==> src/rtl/excp_flush_if.sv <==
// excp_flush_if: request, IFU-flush and CSR-update signals of the trap flush
// controller. The master side is the pipeline/IFU/CSR environment, the slave
// side is the controller itself.
interface excp_flush_if #(
    parameter int XLEN = 32
);
    // Requests from the pipeline
    logic            dbg_req;
    logic            excp_req;
    logic [XLEN-1:0] excp_cause;
    logic [XLEN-1:0] excp_pc;
    logic [XLEN-1:0] excp_tval;
    logic            irq_req;
    logic [3:0]      irq_cause;
    logic            mret_req;

    // Current CSR state
    logic            mie_r;
    logic [XLEN-1:0] mtvec_r;
    logic [XLEN-1:0] mepc_r;

    // Acceptance and IFU flush handshake
    logic            excp_ready;
    logic            flush_req;
    logic [XLEN-1:0] flush_pc;
    logic            flush_ack;

    // CSR update strobes and write data
    logic            csr_mepc_we;
    logic            csr_mcause_we;
    logic            csr_mtval_we;
    logic            csr_dpc_we;
    logic            dbg_mode_set;
    logic            mstatus_trap;
    logic            mstatus_mret;
    logic [XLEN-1:0] csr_epc_wdata;
    logic [XLEN-1:0] csr_mcause_wdata;
    logic [XLEN-1:0] csr_mtval_wdata;
    logic [15:0]     trap_cnt;

    modport master (
        output dbg_req, excp_req, excp_cause, excp_pc, excp_tval,
               irq_req, irq_cause, mret_req, mie_r, mtvec_r, mepc_r, flush_ack,
        input  excp_ready, flush_req, flush_pc,
               csr_mepc_we, csr_mcause_we, csr_mtval_we, csr_dpc_we,
               dbg_mode_set, mstatus_trap, mstatus_mret,
               csr_epc_wdata, csr_mcause_wdata, csr_mtval_wdata, trap_cnt
    );

    modport slave (
        input  dbg_req, excp_req, excp_cause, excp_pc, excp_tval,
               irq_req, irq_cause, mret_req, mie_r, mtvec_r, mepc_r, flush_ack,
        output excp_ready, flush_req, flush_pc,
               csr_mepc_we, csr_mcause_we, csr_mtval_we, csr_dpc_we,
               dbg_mode_set, mstatus_trap, mstatus_mret,
               csr_epc_wdata, csr_mcause_wdata, csr_mtval_wdata, trap_cnt
    );
endinterface

==> src/rtl/excp_flush_ctrl.sv <==
// excp_flush_ctrl: sequences debug entry, exceptions, interrupts and mret.
// IDLE accepts the highest-priority request, FLUSH holds the IFU redirect
// until it is acknowledged, UPDATE pulses the CSR write strobes for a cycle.
// All outputs are registered.
module excp_flush_ctrl #(
    parameter int              XLEN           = 32,
    parameter logic [XLEN-1:0] DBG_ENTRY_ADDR = 'h0000_0800
) (
    input  logic        clk,
    input  logic        rst_n,
    excp_flush_if.slave bus
);
    typedef enum logic [1:0] {IDLE, FLUSH, UPDATE} state_t;
    typedef enum logic [1:0] {KIND_DBG, KIND_EXCP, KIND_IRQ, KIND_MRET} kind_t;

    state_t          state;
    kind_t           kind_q;
    logic [XLEN-1:0] cause_q;
    logic [XLEN-1:0] pc_q;
    logic [XLEN-1:0] tval_q;
    logic [15:0]     trap_cnt_q;

    logic            acc_valid;
    kind_t           acc_kind;
    logic [XLEN-1:0] acc_cause;
    logic [XLEN-1:0] acc_pc;
    logic [XLEN-1:0] acc_tval;
    logic [XLEN-1:0] acc_target;
    logic [XLEN-1:0] trap_base;
    logic [XLEN-1:0] irq_offset;

    // mtvec with the two mode bits cleared; vectored interrupts add 4*cause.
    assign trap_base  = bus.mtvec_r & ~{{(XLEN-2){1'b0}}, 2'b11};
    assign irq_offset = {{(XLEN-6){1'b0}}, bus.irq_cause, 2'b00};

    assign bus.trap_cnt = trap_cnt_q;

    // Priority pick of the request to accept and what to capture for it.
    always_comb begin
        // NOTE: every output of this block gets a default first, so no path
        // leaves a variable unassigned and no latch is inferred.
        acc_valid  = 1'b1;
        acc_kind   = KIND_DBG;
        acc_cause  = '0;
        acc_pc     = bus.excp_pc;
        acc_tval   = '0;
        acc_target = DBG_ENTRY_ADDR;
        if (bus.dbg_req) begin
            acc_kind = KIND_DBG;
        end else if (bus.excp_req) begin
            acc_kind   = KIND_EXCP;
            acc_cause  = bus.excp_cause;
            acc_tval   = bus.excp_tval;
            acc_target = trap_base;
        end else if (bus.irq_req && bus.mie_r) begin
            acc_kind   = KIND_IRQ;
            acc_cause  = {1'b1, {(XLEN-5){1'b0}}, bus.irq_cause};
            acc_target = bus.mtvec_r[0] ? trap_base + irq_offset : trap_base;
        end else if (bus.mret_req) begin
            acc_kind   = KIND_MRET;
            acc_pc     = '0;
            acc_target = bus.mepc_r;
        end else begin
            acc_valid = 1'b0;
        end
    end

    // Controller FSM with registered flush, strobe, wdata and counter outputs.
    always_ff @(posedge clk) begin
        // NOTE: sequential state uses non-blocking assignments so every
        // register samples pre-edge values regardless of statement order.
        if (!rst_n) begin
            state                <= IDLE;
            kind_q               <= KIND_DBG;
            cause_q              <= '0;
            pc_q                 <= '0;
            tval_q               <= '0;
            trap_cnt_q           <= '0;
            bus.excp_ready       <= 1'b1;
            bus.flush_req        <= 1'b0;
            bus.flush_pc         <= '0;
            bus.csr_mepc_we      <= 1'b0;
            bus.csr_mcause_we    <= 1'b0;
            bus.csr_mtval_we     <= 1'b0;
            bus.csr_dpc_we       <= 1'b0;
            bus.dbg_mode_set     <= 1'b0;
            bus.mstatus_trap     <= 1'b0;
            bus.mstatus_mret     <= 1'b0;
            bus.csr_epc_wdata    <= '0;
            bus.csr_mcause_wdata <= '0;
            bus.csr_mtval_wdata  <= '0;
        end else begin
            // Strobes and write data are single-cycle pulses unless set below.
            bus.csr_mepc_we      <= 1'b0;
            bus.csr_mcause_we    <= 1'b0;
            bus.csr_mtval_we     <= 1'b0;
            bus.csr_dpc_we       <= 1'b0;
            bus.dbg_mode_set     <= 1'b0;
            bus.mstatus_trap     <= 1'b0;
            bus.mstatus_mret     <= 1'b0;
            bus.csr_epc_wdata    <= '0;
            bus.csr_mcause_wdata <= '0;
            bus.csr_mtval_wdata  <= '0;
            case (state)
                IDLE: begin
                    if (acc_valid) begin
                        state          <= FLUSH;
                        kind_q         <= acc_kind;
                        cause_q        <= acc_cause;
                        pc_q           <= acc_pc;
                        tval_q         <= acc_tval;
                        bus.excp_ready <= 1'b0;
                        bus.flush_req  <= 1'b1;
                        bus.flush_pc   <= acc_target;
                    end
                end
                FLUSH: begin
                    if (bus.flush_ack) begin
                        state                <= UPDATE;
                        bus.flush_req        <= 1'b0;
                        bus.flush_pc         <= '0;
                        bus.csr_epc_wdata    <= pc_q;
                        bus.csr_mcause_wdata <= cause_q;
                        bus.csr_mtval_wdata  <= tval_q;
                        case (kind_q)
                            KIND_EXCP, KIND_IRQ: begin
                                bus.csr_mepc_we   <= 1'b1;
                                bus.csr_mcause_we <= 1'b1;
                                bus.csr_mtval_we  <= 1'b1;
                                bus.mstatus_trap  <= 1'b1;
                                // Saturating count, visible during UPDATE.
                                if (trap_cnt_q != 16'hFFFF) begin
                                    trap_cnt_q <= trap_cnt_q + 16'd1;
                                end
                            end
                            KIND_DBG: begin
                                bus.csr_dpc_we   <= 1'b1;
                                bus.dbg_mode_set <= 1'b1;
                            end
                            default: begin
                                bus.mstatus_mret <= 1'b1;
                            end
                        endcase
                    end
                end
                UPDATE: begin
                    state          <= IDLE;
                    bus.excp_ready <= 1'b1;
                end
                default: begin
                    state          <= IDLE;
                    bus.excp_ready <= 1'b1;
                    bus.flush_req  <= 1'b0;
                    bus.flush_pc   <= '0;
                end
            endcase
        end
    end
endmodule

==> src/flat_wrapper.sv <==
// flat-port wrapper written by rule: the top's interface ports become plain ports
module excp_flush_ctrl_flat 
#(
    parameter int              XLEN           = 32,
    parameter logic [XLEN-1:0] DBG_ENTRY_ADDR = 'h0000_0800
)
  (clk, rst_n, bus_dbg_req, bus_excp_req, bus_excp_cause, bus_excp_pc, bus_excp_tval, bus_irq_req, bus_irq_cause, bus_mret_req, bus_mie_r, bus_mtvec_r, bus_mepc_r, bus_flush_ack, bus_excp_ready, bus_flush_req, bus_flush_pc, bus_csr_mepc_we, bus_csr_mcause_we, bus_csr_mtval_we, bus_csr_dpc_we, bus_dbg_mode_set, bus_mstatus_trap, bus_mstatus_mret, bus_csr_epc_wdata, bus_csr_mcause_wdata, bus_csr_mtval_wdata, bus_trap_cnt);
  excp_flush_if #(.XLEN(XLEN)) bus_i ();
  input  logic clk;
  input  logic rst_n;
  input wire logic [$bits(bus_i.dbg_req)-1:0] bus_dbg_req;
  input wire logic [$bits(bus_i.excp_req)-1:0] bus_excp_req;
  input wire logic [$bits(bus_i.excp_cause)-1:0] bus_excp_cause;
  input wire logic [$bits(bus_i.excp_pc)-1:0] bus_excp_pc;
  input wire logic [$bits(bus_i.excp_tval)-1:0] bus_excp_tval;
  input wire logic [$bits(bus_i.irq_req)-1:0] bus_irq_req;
  input wire logic [$bits(bus_i.irq_cause)-1:0] bus_irq_cause;
  input wire logic [$bits(bus_i.mret_req)-1:0] bus_mret_req;
  input wire logic [$bits(bus_i.mie_r)-1:0] bus_mie_r;
  input wire logic [$bits(bus_i.mtvec_r)-1:0] bus_mtvec_r;
  input wire logic [$bits(bus_i.mepc_r)-1:0] bus_mepc_r;
  input wire logic [$bits(bus_i.flush_ack)-1:0] bus_flush_ack;
  output wire logic [$bits(bus_i.excp_ready)-1:0] bus_excp_ready;
  output wire logic [$bits(bus_i.flush_req)-1:0] bus_flush_req;
  output wire logic [$bits(bus_i.flush_pc)-1:0] bus_flush_pc;
  output wire logic [$bits(bus_i.csr_mepc_we)-1:0] bus_csr_mepc_we;
  output wire logic [$bits(bus_i.csr_mcause_we)-1:0] bus_csr_mcause_we;
  output wire logic [$bits(bus_i.csr_mtval_we)-1:0] bus_csr_mtval_we;
  output wire logic [$bits(bus_i.csr_dpc_we)-1:0] bus_csr_dpc_we;
  output wire logic [$bits(bus_i.dbg_mode_set)-1:0] bus_dbg_mode_set;
  output wire logic [$bits(bus_i.mstatus_trap)-1:0] bus_mstatus_trap;
  output wire logic [$bits(bus_i.mstatus_mret)-1:0] bus_mstatus_mret;
  output wire logic [$bits(bus_i.csr_epc_wdata)-1:0] bus_csr_epc_wdata;
  output wire logic [$bits(bus_i.csr_mcause_wdata)-1:0] bus_csr_mcause_wdata;
  output wire logic [$bits(bus_i.csr_mtval_wdata)-1:0] bus_csr_mtval_wdata;
  output wire logic [$bits(bus_i.trap_cnt)-1:0] bus_trap_cnt;
  assign bus_i.dbg_req = bus_dbg_req;
  assign bus_i.excp_req = bus_excp_req;
  assign bus_i.excp_cause = bus_excp_cause;
  assign bus_i.excp_pc = bus_excp_pc;
  assign bus_i.excp_tval = bus_excp_tval;
  assign bus_i.irq_req = bus_irq_req;
  assign bus_i.irq_cause = bus_irq_cause;
  assign bus_i.mret_req = bus_mret_req;
  assign bus_i.mie_r = bus_mie_r;
  assign bus_i.mtvec_r = bus_mtvec_r;
  assign bus_i.mepc_r = bus_mepc_r;
  assign bus_i.flush_ack = bus_flush_ack;
  assign bus_excp_ready = bus_i.excp_ready;
  assign bus_flush_req = bus_i.flush_req;
  assign bus_flush_pc = bus_i.flush_pc;
  assign bus_csr_mepc_we = bus_i.csr_mepc_we;
  assign bus_csr_mcause_we = bus_i.csr_mcause_we;
  assign bus_csr_mtval_we = bus_i.csr_mtval_we;
  assign bus_csr_dpc_we = bus_i.csr_dpc_we;
  assign bus_dbg_mode_set = bus_i.dbg_mode_set;
  assign bus_mstatus_trap = bus_i.mstatus_trap;
  assign bus_mstatus_mret = bus_i.mstatus_mret;
  assign bus_csr_epc_wdata = bus_i.csr_epc_wdata;
  assign bus_csr_mcause_wdata = bus_i.csr_mcause_wdata;
  assign bus_csr_mtval_wdata = bus_i.csr_mtval_wdata;
  assign bus_trap_cnt = bus_i.trap_cnt;
  excp_flush_ctrl #(.XLEN(XLEN), .DBG_ENTRY_ADDR(DBG_ENTRY_ADDR)) u_core (.clk(clk), .rst_n(rst_n), .bus(bus_i));
endmodule
==> config.mk <==
export PLATFORM = sky130hd
export DESIGN_NAME = excp_flush_ctrl_flat
export DESIGN_NICKNAME = d
export VERILOG_FILES = /design/src/rtl/excp_flush_if.sv /design/src/rtl/excp_flush_ctrl.sv /design/src/flat_wrapper.sv
export SDC_FILE = /design/constraint.sdc
export NUM_CORES = 1
export LEC_CHECK = 0
export CORE_MARGIN = 3
export CORE_UTILIZATION = 49
export CTS_CLUSTER_DIAMETER = 50
export DETAILED_ROUTE_END_ITERATION = 8
export GPL_TIMING_DRIVEN = 0
export PLACE_DENSITY = 0.85
export SETUP_SLACK_MARGIN = 0.4
export SLEW_MARGIN = 20
export SYNTH_ARGS = -nofsm -noshare
export SYNTH_HDL_FRONTEND = slang
export SYNTH_SLANG_ARGS = --single-unit
==> constraint.sdc <==
create_clock -name clk -period 7.3 [get_ports clk]
set_input_delay 1.095 -clock clk [delete_from_list [all_inputs] [get_ports clk]]
set_output_delay 1.095 -clock clk [all_outputs]
set_load 0.03 [all_outputs]
=== Yosys cells after proc, flatten, opt, wreduce, memory -nomap -nowiden ===
Cells that the tools add are included.

* Bits in registers: 249
* Bits in latches: 0
* Memory bits (writable): 0
* Memory bits (read-only): 0
* Input bits: 172
* Output and inout port bits: 153
* Word-level logic and storage cells: 73
* Memories kept: 0

* Add/subtract/negate cells: 2
* Multiply operators: 0
* Div/mod/pow operators: 0
* Magnitude comparators: 0
* Eq/ne operators: 7
* Shift operators: 0
* Multiplexer cells: 36
* Bitwise gates (word level): 2
* Reductions and logical operators: 11

{| class="wikitable"
|+ Operators with widths
! operator !! count
|-
| two-way mux 32 bit || 16
|-
| one-hot mux 32 bit (3 select lines) || 1
|-
| adder 32 x 6 -> 32 bit || 1
|-
| adder 16 x 1 -> 16 bit (second input constant) || 1
|-
| != test 16 bit (second input constant) || 1
|-
| two-way mux 2 bit || 6
|-
| two-way mux 1 bit || 10
|-
| AND reduction 2 bit || 3
|-
| AND reduction 3 bit || 2
|-
| equality test 2 x 1 -> 1 bit (second input constant) || 2
|-
| equality test 2 bit (second input constant) || 2
|-
| logical NOT 2 bit || 2
|-
| one-hot mux 2 bit (2 select lines) || 1
|-
| AND reduction 4 bit || 1
|-
| one-hot mux 1 bit (3 select lines) || 1
|-
| OR reduction 3 bit || 1
|-
| != test 2 x 1 -> 1 bit (second input constant) || 1
|-
| != test 2 bit (second input constant) || 1
|-
| inverter 1 bit || 2
|-
| one-hot mux 1 bit (2 select lines) || 1
|-
| OR reduction 2 bit || 1
|-
| logical AND 1 bit || 1
|}

=== Logic depth before layout (Yosys ltp) ===
Gate-level depths: netlist of the first run.

* Depth in word-level cells: 7
* Mapped depth: 8
* Mapped depth without buffers: 8

=== Worst setup path after synthesis of the first run ===
No wires, ideal clock.

* Path type: input port to flip-flop
* Start point: input port bus_mtvec_r[2]
* End point: register u_core.bus.flush_pc[26]
* Library setup time: 74 ps
* Data arrival time: 3075 ps
* Data required time: 7226 ps
* Slack: 4151 ps
* Stages on the path: 8
* Buffers on the path: 0
* Cell sequence: ha_1 -> inv_1 -> fa_1 -> nand2b_1 -> a21o_1 -> or4b_4 -> or4_1 -> a31oi_1

* Cells in the longest elaborated chain, start to end: 7

{| class="wikitable"
|+ Ends and longest elaborated chain
! item !! line !! source
|-
| start: declaration || flat_wrapper.sv:20 || <nowiki>input wire logic [$bits(bus_i.mtvec_r)-1:0] bus_mtvec_r;</nowiki>
|-
| adder 32 x 6 -> 32 bit || excp_flush_ctrl.sv:58 || <nowiki>acc_target = bus.mtvec_r[0] ? trap_base + irq_offset : trap_base;</nowiki>
|-
| two-way mux 32 bit || excp_flush_ctrl.sv:58 ||
|-
| two-way mux 32 bit || excp_flush_ctrl.sv:55 || <nowiki>end else if (bus.irq_req && bus.mie_r) begin</nowiki>
|-
| two-way mux 32 bit || excp_flush_ctrl.sv:50 || <nowiki>end else if (bus.excp_req) begin</nowiki>
|-
| two-way mux 32 bit || excp_flush_ctrl.sv:48 || <nowiki>if (bus.dbg_req) begin</nowiki>
|-
| two-way mux 32 bit || excp_flush_ctrl.sv:106 || <nowiki>if (acc_valid) begin</nowiki>
|-
| one-hot mux 32 bit (3 select lines) || excp_flush_ctrl.sv:104 || <nowiki>case (state)</nowiki>
|-
| end signal: assignment || excp_flush_ctrl.sv:114 || <nowiki>bus.flush_pc <= acc_target;</nowiki>
|-
| end: declaration || excp_flush_if.sv:53 || <nowiki>output excp_ready, flush_req, flush_pc,</nowiki>
|}

No other way between the ends. The select of a mux whose other input is x is not followed.
A chain may end at the register's enable or synchronous reset.

=== Worst setup path after layout of the first run ===
* Start point: input port bus_mret_req
* End point: register u_core.pc_q[29]

* Cells in the longest elaborated chain, start to end: 5
* Elaborated cells between the ends (all ways): 9
* Classes of those cells: mux: 8; reduce/logical: 1

{| class="wikitable"
|+ Ends and longest elaborated chain
! item !! line !! source
|-
| start: declaration || flat_wrapper.sv:18 || <nowiki>input wire logic [$bits(bus_i.mret_req)-1:0] bus_mret_req;</nowiki>
|-
| two-way mux 1 bit || excp_flush_ctrl.sv:59 || <nowiki>end else if (bus.mret_req) begin</nowiki>
|-
| two-way mux 1 bit || excp_flush_ctrl.sv:55 ||
|-
| two-way mux 1 bit || excp_flush_ctrl.sv:50 ||
|-
| two-way mux 1 bit || excp_flush_ctrl.sv:48 ||
|-
| AND reduction 2 bit (no line) || -- ||
|-
| end signal: assignment || excp_flush_ctrl.sv:110 || <nowiki>pc_q <= acc_pc;</nowiki>
|-
| end: declaration || excp_flush_ctrl.sv:19 || <nowiki>logic [XLEN-1:0] pc_q;</nowiki>
|}

Parallel ways exist; a longest one is shown, timed or not.

==> results of run 1 <==
## cell families after synthesis
family / Yosys count
and+or+nand+nor: 490
DFF: 249
AOI/OAI and AO/OA: 234
buffers and inverters: 102
xor gates and xnor gates: 14
muxes: 13
adders and majority gates: 8
## layout make-up
| class | instances | area share [%] |
|---|---|---|
| flip-flops and latches | 249 | 34.9 |
| inverters | 12 | 0.316 |
| multi-input cells | 759 | 30.3 |
| clock inverters | 15 | 1.22 |
| clock buffers | 38 | 5.74 |
| repair buffers | 319 | 22.4 |
| plain buffers | 90 | 2.85 |
| well taps | 260 | 2.28 |
## per-layer routing
metal,part of all wire [%],track usage (%)
met1,38,36.7
met2,48,51.2
met3,10,7.74
met4,3.9,11.6
met5,0.038,0
## flip-flops by register name, summed over array words and instances, names as in the netlist
| signal | count |
|---|---|
| u_core.bus.flush_req | 1 |
| u_core.bus.csr_mepc_we | 1 |
| u_core.bus.csr_mcause_wdata | 32 |
| u_core.kind_q | 2 |
| u_core.bus.csr_epc_wdata | 32 |
| u_core.pc_q | 32 |
| u_core.bus.mstatus_mret | 1 |
| u_core.tval_q | 32 |
| u_core.bus.trap_cnt | 16 |
| u_core.bus.flush_pc | 32 |
| u_core.cause_q | 32 |
| u_core.bus.csr_mtval_wdata | 32 |
| u_core.bus.csr_dpc_we | 1 |
| u_core.state | 2 |
| u_core.bus.excp_ready | 1 |
## where the power goes
part	internal, mW	total [mW]	switching, mW
Clock	0.874	1.47	0.600
Sequential	1.40	1.43	0.0241
Combinational	0.184	0.441	0.257
Total	2.46	3.34	0.881
## per-stage QoR
stage                     setup slack [ns]  cells  util (%)  area [µm²]
final                                 3.84   1742      74.5       14300
after global routing                  3.72   1742      74.5       14300
after CTS                             3.90   1742      74.5       14300
after detailed placement              3.38   1689      69.3       13300
after global placement                3.48   1689      69.3       13300
after floorplan                       4.15   1110         -        9750
## worst paths after layout
path                                  endpoint  cells after the start            start  slack [ns]
setup / recovery               u_core.pc_q[29]                      7     bus_mret_req        3.84
hold / removal    u_core.bus.csr_epc_wdata[30]                      1  u_core.pc_q[30]        0.44
setup reg to reg              u_core.kind_q[0]                      5  u_core.state[1]        4.59
hold reg to reg   u_core.bus.csr_epc_wdata[30]                      1  u_core.pc_q[30]        0.44
## cell usage in the layout, fill, tap and decap left out, types with 4 or more instances in the layout
cell type,n
and2_1,106
clkbuf_1,73
a22o_1,5
a211oi_1,5
xnor2_1,10
nand2_1,127
nor2_1,64
inv_6,4
and3_1,5
nand3_1,110
buf_4,4
o31ai_1,4
a31oi_1,8
or4_1,8
o21a_1,5
xor2_1,4
clkbuf_8,9
dfxtp_1,249
clkdlybuf4s50_1,319
o22ai_1,8
o211ai_1,4
inv_1,11
or3_1,8
nor3_1,15
nor4_1,8
nand4_1,14
buf_1,9
o21ai_0,20
a21oi_1,118
ha_1,7
mux2i_1,12
a32oi_1,14
clkbuf_16,29
a22oi_1,15
==> flow_summary.toml, run 1 <==
[floorplan]
die_w_um = 147
core_um2 = 19100
initial_utilization_pct = 51.0
dieHeight_um = 147
pin_count = 325
die_area_um2 = 21600
rows = 50

[clock_network]
cts_buffer_depth = 3
cts_hold_buf = 0
cts_setup_buffers = 0
clkTransAtPathRegs_ns = 0.06
insertion_delay_ns = 0.55
cts_made_buffers = 29
cts_resized = 0
clkSinkCount = 249
cts_tree = "yes"
cts_htree_levels = 1
cts_root_buf = "clkbuf_16"

[drt]
vias_per_cell = 5.67
route.vias.total = 9873
postRouteAntennaNets = 0
wl_per_cell_um = 19.6
routed_wl_mm = 34.2
first_iter_violations = 824
drtPass1Iterations = 5
drc = 0

[power_and_ir_drop]
power.total_mw = 3.34
vdd.ir_drop.worst_uv = 185
p_per_area_nw_per_um2 = 234
p_leak_nw = 5.12

[logic_synthesis]
synth_top_area_share_pct = 51.1
synth_compound_area_share_pct = 14.9
netlist_top_cells_count = "dfxtp_1, nand2_1, a21oi_1"
synth_ff_type = "dfxtp_1"
yosys_warnings = 0
ys_ff_latch = 249
synth.largest_area_cell = "dfxtp_1"
synthSimpleGateAreaFrac_pct = 25.6
yosysMostFrequentCell = "dfxtp_1"
synth_xor_area_share_pct = 1.26
synth_area_per_cell_um2 = 8.79
syn_area_um2 = 9750
synth_top_family_by_area = "simple AND/OR/NAND/NOR gates"
syn_inst = 1110
synth-seq-area-share_pct = 51.1
syn_nets = 1290
synthAdderAreaFrac_pct = 1.10
yosys-top-cells-area = "dfxtp_1, and2_1, a21oi_1"
synth_edf_count = 0
synth_mux_area_share_pct = 1.35
async_reset_ff_share_pct = 0
synth_cell_type_count = 70

[final_layout]
antenna_cells = 0
multiInputGateArea_um2 = 4320
nets = 1640
nFillCells = 1408
drive_gt1_share_pct = 4.93
syn_to_final_growth_pct = 46.3
seqCellArea_um2 = 4980

[timing]
hold_viol = 0
worstMarginPinSlew_ns = 1.11
slew_headroom_pct = 25.6
period_share_pct = 47.3
skew_ns = 0.0207
period_minus_slack_ns = 3.46
whs_ns = 0.438
finalMaxSlewViolations = 0
setup_violations = 0
rsz0062_at_grt = "no"
setup_tns_ns = 0
clock.fmax_mhz = 289

[setup_path]
crit_top_cell = "clkbuf_1"
cp_top_family = "buffers and inverters"
crit_chain = "clkdlybuf4s50_1 > a2111oi_0 > or2_2 > clkbuf_1 > clkbuf_1 > nand2_1 > a21oi_1"
criticalPathCategory = "in2reg"
timing.critical_path.buf_inv = 3
crit_arrival_ns = 3.90
slowest_delay_ns = 0.76
end_kind = "flop"
cp.required_ns = 7.74
crit_path_max_fanout = 10
worst_setup_path_start_kind = "primary input"
cpMaxStageDelayCell = "a2111oi_0"

[global_routing]
grtUsageTotal_pct = 30.1
grt_max_degree = 15
antenna_found_initial = 1
first_global_vias = 9709
grt_overflow = 0
grt_pass1_wl_mm = 52.8

[min_path]
hp-class = "reg2reg"

[placement]
place_hpwl_mm = 24.8
port_buffers = 319
place.gp.congestion = 0.985

[flow_run]
maxCapViolCount = 0

[status]
status = "complete, no violations"
(Power assumes the default switching activity.)
==> run 2: changes to the inputs <==
--- a/config.mk
+++ b/config.mk
@@ -6,11 +6,11 @@
 export NUM_CORES = 1
 export LEC_CHECK = 0
 export CORE_MARGIN = 3
-export CORE_UTILIZATION = 49
+export CORE_UTILIZATION = 41
 export CTS_CLUSTER_DIAMETER = 50
 export DETAILED_ROUTE_END_ITERATION = 8
 export GPL_TIMING_DRIVEN = 0
-export PLACE_DENSITY = 0.85
+export PLACE_DENSITY = 0.76
 export SETUP_SLACK_MARGIN = 0.4
 export SLEW_MARGIN = 20
 export SYNTH_ARGS = -nofsm -noshare
==> constraint.sdc (replaced) <==
create_clock -name clk -period 3.1 [get_ports clk]
set_input_delay 0.465 -clock clk [delete_from_list [all_inputs] [get_ports clk]]
set_output_delay 0.465 -clock clk [all_outputs]
set_load 0.03 [all_outputs]
==> run 2 against run 1 <==
  * Final area is 0.68% higher
  * Register-to-register slack worse by 4.0 ns
  * Die area is 19% higher
  * Clock power is 140% higher
  * Clock-buffer cell count is 1 higher
  * Hold slack worse by 0.15 ns
  * Sequential power is 130% higher
  * Global-route usage is 4.9 points lower
  * Critical path depth is 2 higher
  * Sequential cell count stayed put
==> flow_summary.toml, run 2 (same netlist as run 1, synthesis figures left out) <==
[flow_run]
maxCapViolCount = 0

[timing]
finalMaxSlewViolations = 0
period_minus_slack_ns = 2.63
slew_headroom_pct = 29.8
period_share_pct = 84.8
worstMarginPinSlew_ns = 1.04
skew_ns = 0.0118
setup_tns_ns = 0
hold_viol = 0
clock.fmax_mhz = 380
rsz0062_at_grt = "yes"
whs_ns = 0.285
setup_violations = 0

[power_and_ir_drop]
vdd.ir_drop.worst_uv = 362
internal_power_mw = 5.86
switching_power_mw = 2.02
p_per_area_nw_per_um2 = 549
power_frac_seq_pct = 42.7
power_switching_share_pct = 25.7
comb_power_share_pct = 13.2
p_leak_nw = 5.12
clock_power_share_pct = 44.1

[drt]
first_iter_violations = 760
wl_per_cell_um = 18.9
postRouteAntennaNets = 0
routed_wl_mm = 34.0
vias_per_cell = 5.40
drtPass1Iterations = 5
drc = 0
route.vias.total = 9698

[clock_network]
cts_root_buf = "clkbuf_16"
cts_hold_buf = 0
cts_htree_levels = 1
clkSinkCount = 249
insertion_delay_ns = 0.54
cts_tree = "yes"
cts_buffer_depth = 3
cts_made_buffers = 28
clkTransAtPathRegs_ns = 0.06

[floorplan]
rows = 55
pin_count = 325
dieHeight_um = 160
die_area_um2 = 25700
initial_utilization_pct = 42.4
die_w_um = 160
core_um2 = 23000

[placement]
place_hpwl_mm = 25.3
place.gp.congestion = 0.921
port_buffers = 319

[setup_path]
crit_arrival_ns = 3.10
end_kind = "flop"
worst_setup_path_start_kind = "primary input"
crit_path_max_fanout = 4
crit_chain = "clkdlybuf4s50_1 > ha_2 > inv_1 > fa_1 > nand2b_4 > a21o_1 > or4b_4 > or4_1 > a31oi_1"
slowest_delay_ns = 0.52
cp.required_ns = 3.57
timing.critical_path.buf_inv = 2
cpMaxStageDelayCell = "or4b_4"
criticalPathCategory = "in2reg"
cp_top_family = "simple AND/OR/NAND/NOR gates"

[global_routing]
grt_max_degree = 15
grt_pass1_wl_mm = 52.1
first_global_vias = 9392
antenna_found_initial = 2
grtUsageTotal_pct = 25.2
grt_overflow = 0

[final_layout]
nets = 1640
syn_to_final_growth_pct = 47.2
final_cell_mix = "clkdlybuf4s50_1, dfxtp_1, nand2_1"
final_common_cell = "clkdlybuf4s50_1"
nFillCells = 2019
multiInputGateArea_um2 = 4340
seqCellArea_um2 = 4980
fin_util_pct = 62.5
drive_gt1_share_pct = 5.27

[status]
status = "complete, no violations"

[min_path]
hp-class = "in2reg"
run 2: routing by layer:
layer | track usage (%) | share of wire [%]
met4 | 10.0 | 4.0
met3 | 6.49 | 9.0
met2 | 41.6 | 47
met5 | 0 | 0
met1 | 31.6 | 40
run 2: power groups by stage:
| stage | Clock (mW) | Combinational, mW | Sequential, mW |
|---|---|---|---|
| 2_1_floorplan | 0 | 0.440 | 3.49 |
| 3_3_place_gp | 0 | 1.01 | 3.43 |
| 3_5_place_dp | 0 | 1.02 | 3.43 |
| 4_1_cts | 3.53 | 1.03 | 3.36 |
| 5_1_grt | 3.65 | 1.13 | 3.37 |
| 6_report | 3.47 | 1.04 | 3.36 |
run 2: worst paths after layout:
| path | startpoint | cells past startpoint | end | slack, ns |
|---|---|---|---|---|
| setup reg to reg | u_core.kind_q[0] | 8 | u_core.bus.trap_cnt[13] | 0.58 |
| setup / recovery | bus_mtvec_r[2] | 9 | u_core.bus.flush_pc[26] | 0.47 |
| hold reg to reg | u_core.cause_q[6] | 1 | u_core.bus.csr_mcause_wdata[6] | 0.44 |
| hold / removal | bus_mtvec_r[20] | 3 | u_core.bus.flush_pc[20] | 0.29 |
run 2: cell type report:
cell class | count | area share, %
flip-flops and latches | 249 | 34.7
well taps | 313 | 2.73
diodes | 2 | 0.0348
inverters | 12 | 0.314
clock inverters | 12 | 1.17
multi-input cells | 759 | 30.2
clock buffers | 39 | 5.72
plain buffers | 90 | 2.85
repair buffers | 320 | 22.3
run 2: what timing repair did:
item | in CTS | in global routing
setup buffers | 0 | 1
endpoints found under the hold margin | 0 | 0
gates resized for setup | 2 | 6
setup endpoints to repair | 88 | 21
run 2: worst min-delay path: cells and delay by family:
kind | cells | cell delay, ns
AO/OA/AOI/OAI | 1 | 0.13
multiplexers | 1 | 0.07
buffers and inverters | 1 | 0.10
run 2: metrics by stage:
step | area [µm²] | worst slack, ns | cells | power (mW)
3_3_place_gp | 13300 | -0.231 | 1742 | 4.44
5_1_grt | 14400 | 0.380 | 1796 | 8.15
3_5_place_dp | 13300 | -0.321 | 1742 | 4.45
6_report | 14400 | 0.471 | 1796 | 7.88
2_1_floorplan | 9750 | 0.581 | 1110 | 3.93
4_1_cts | 14300 | 0.451 | 1793 | 7.92
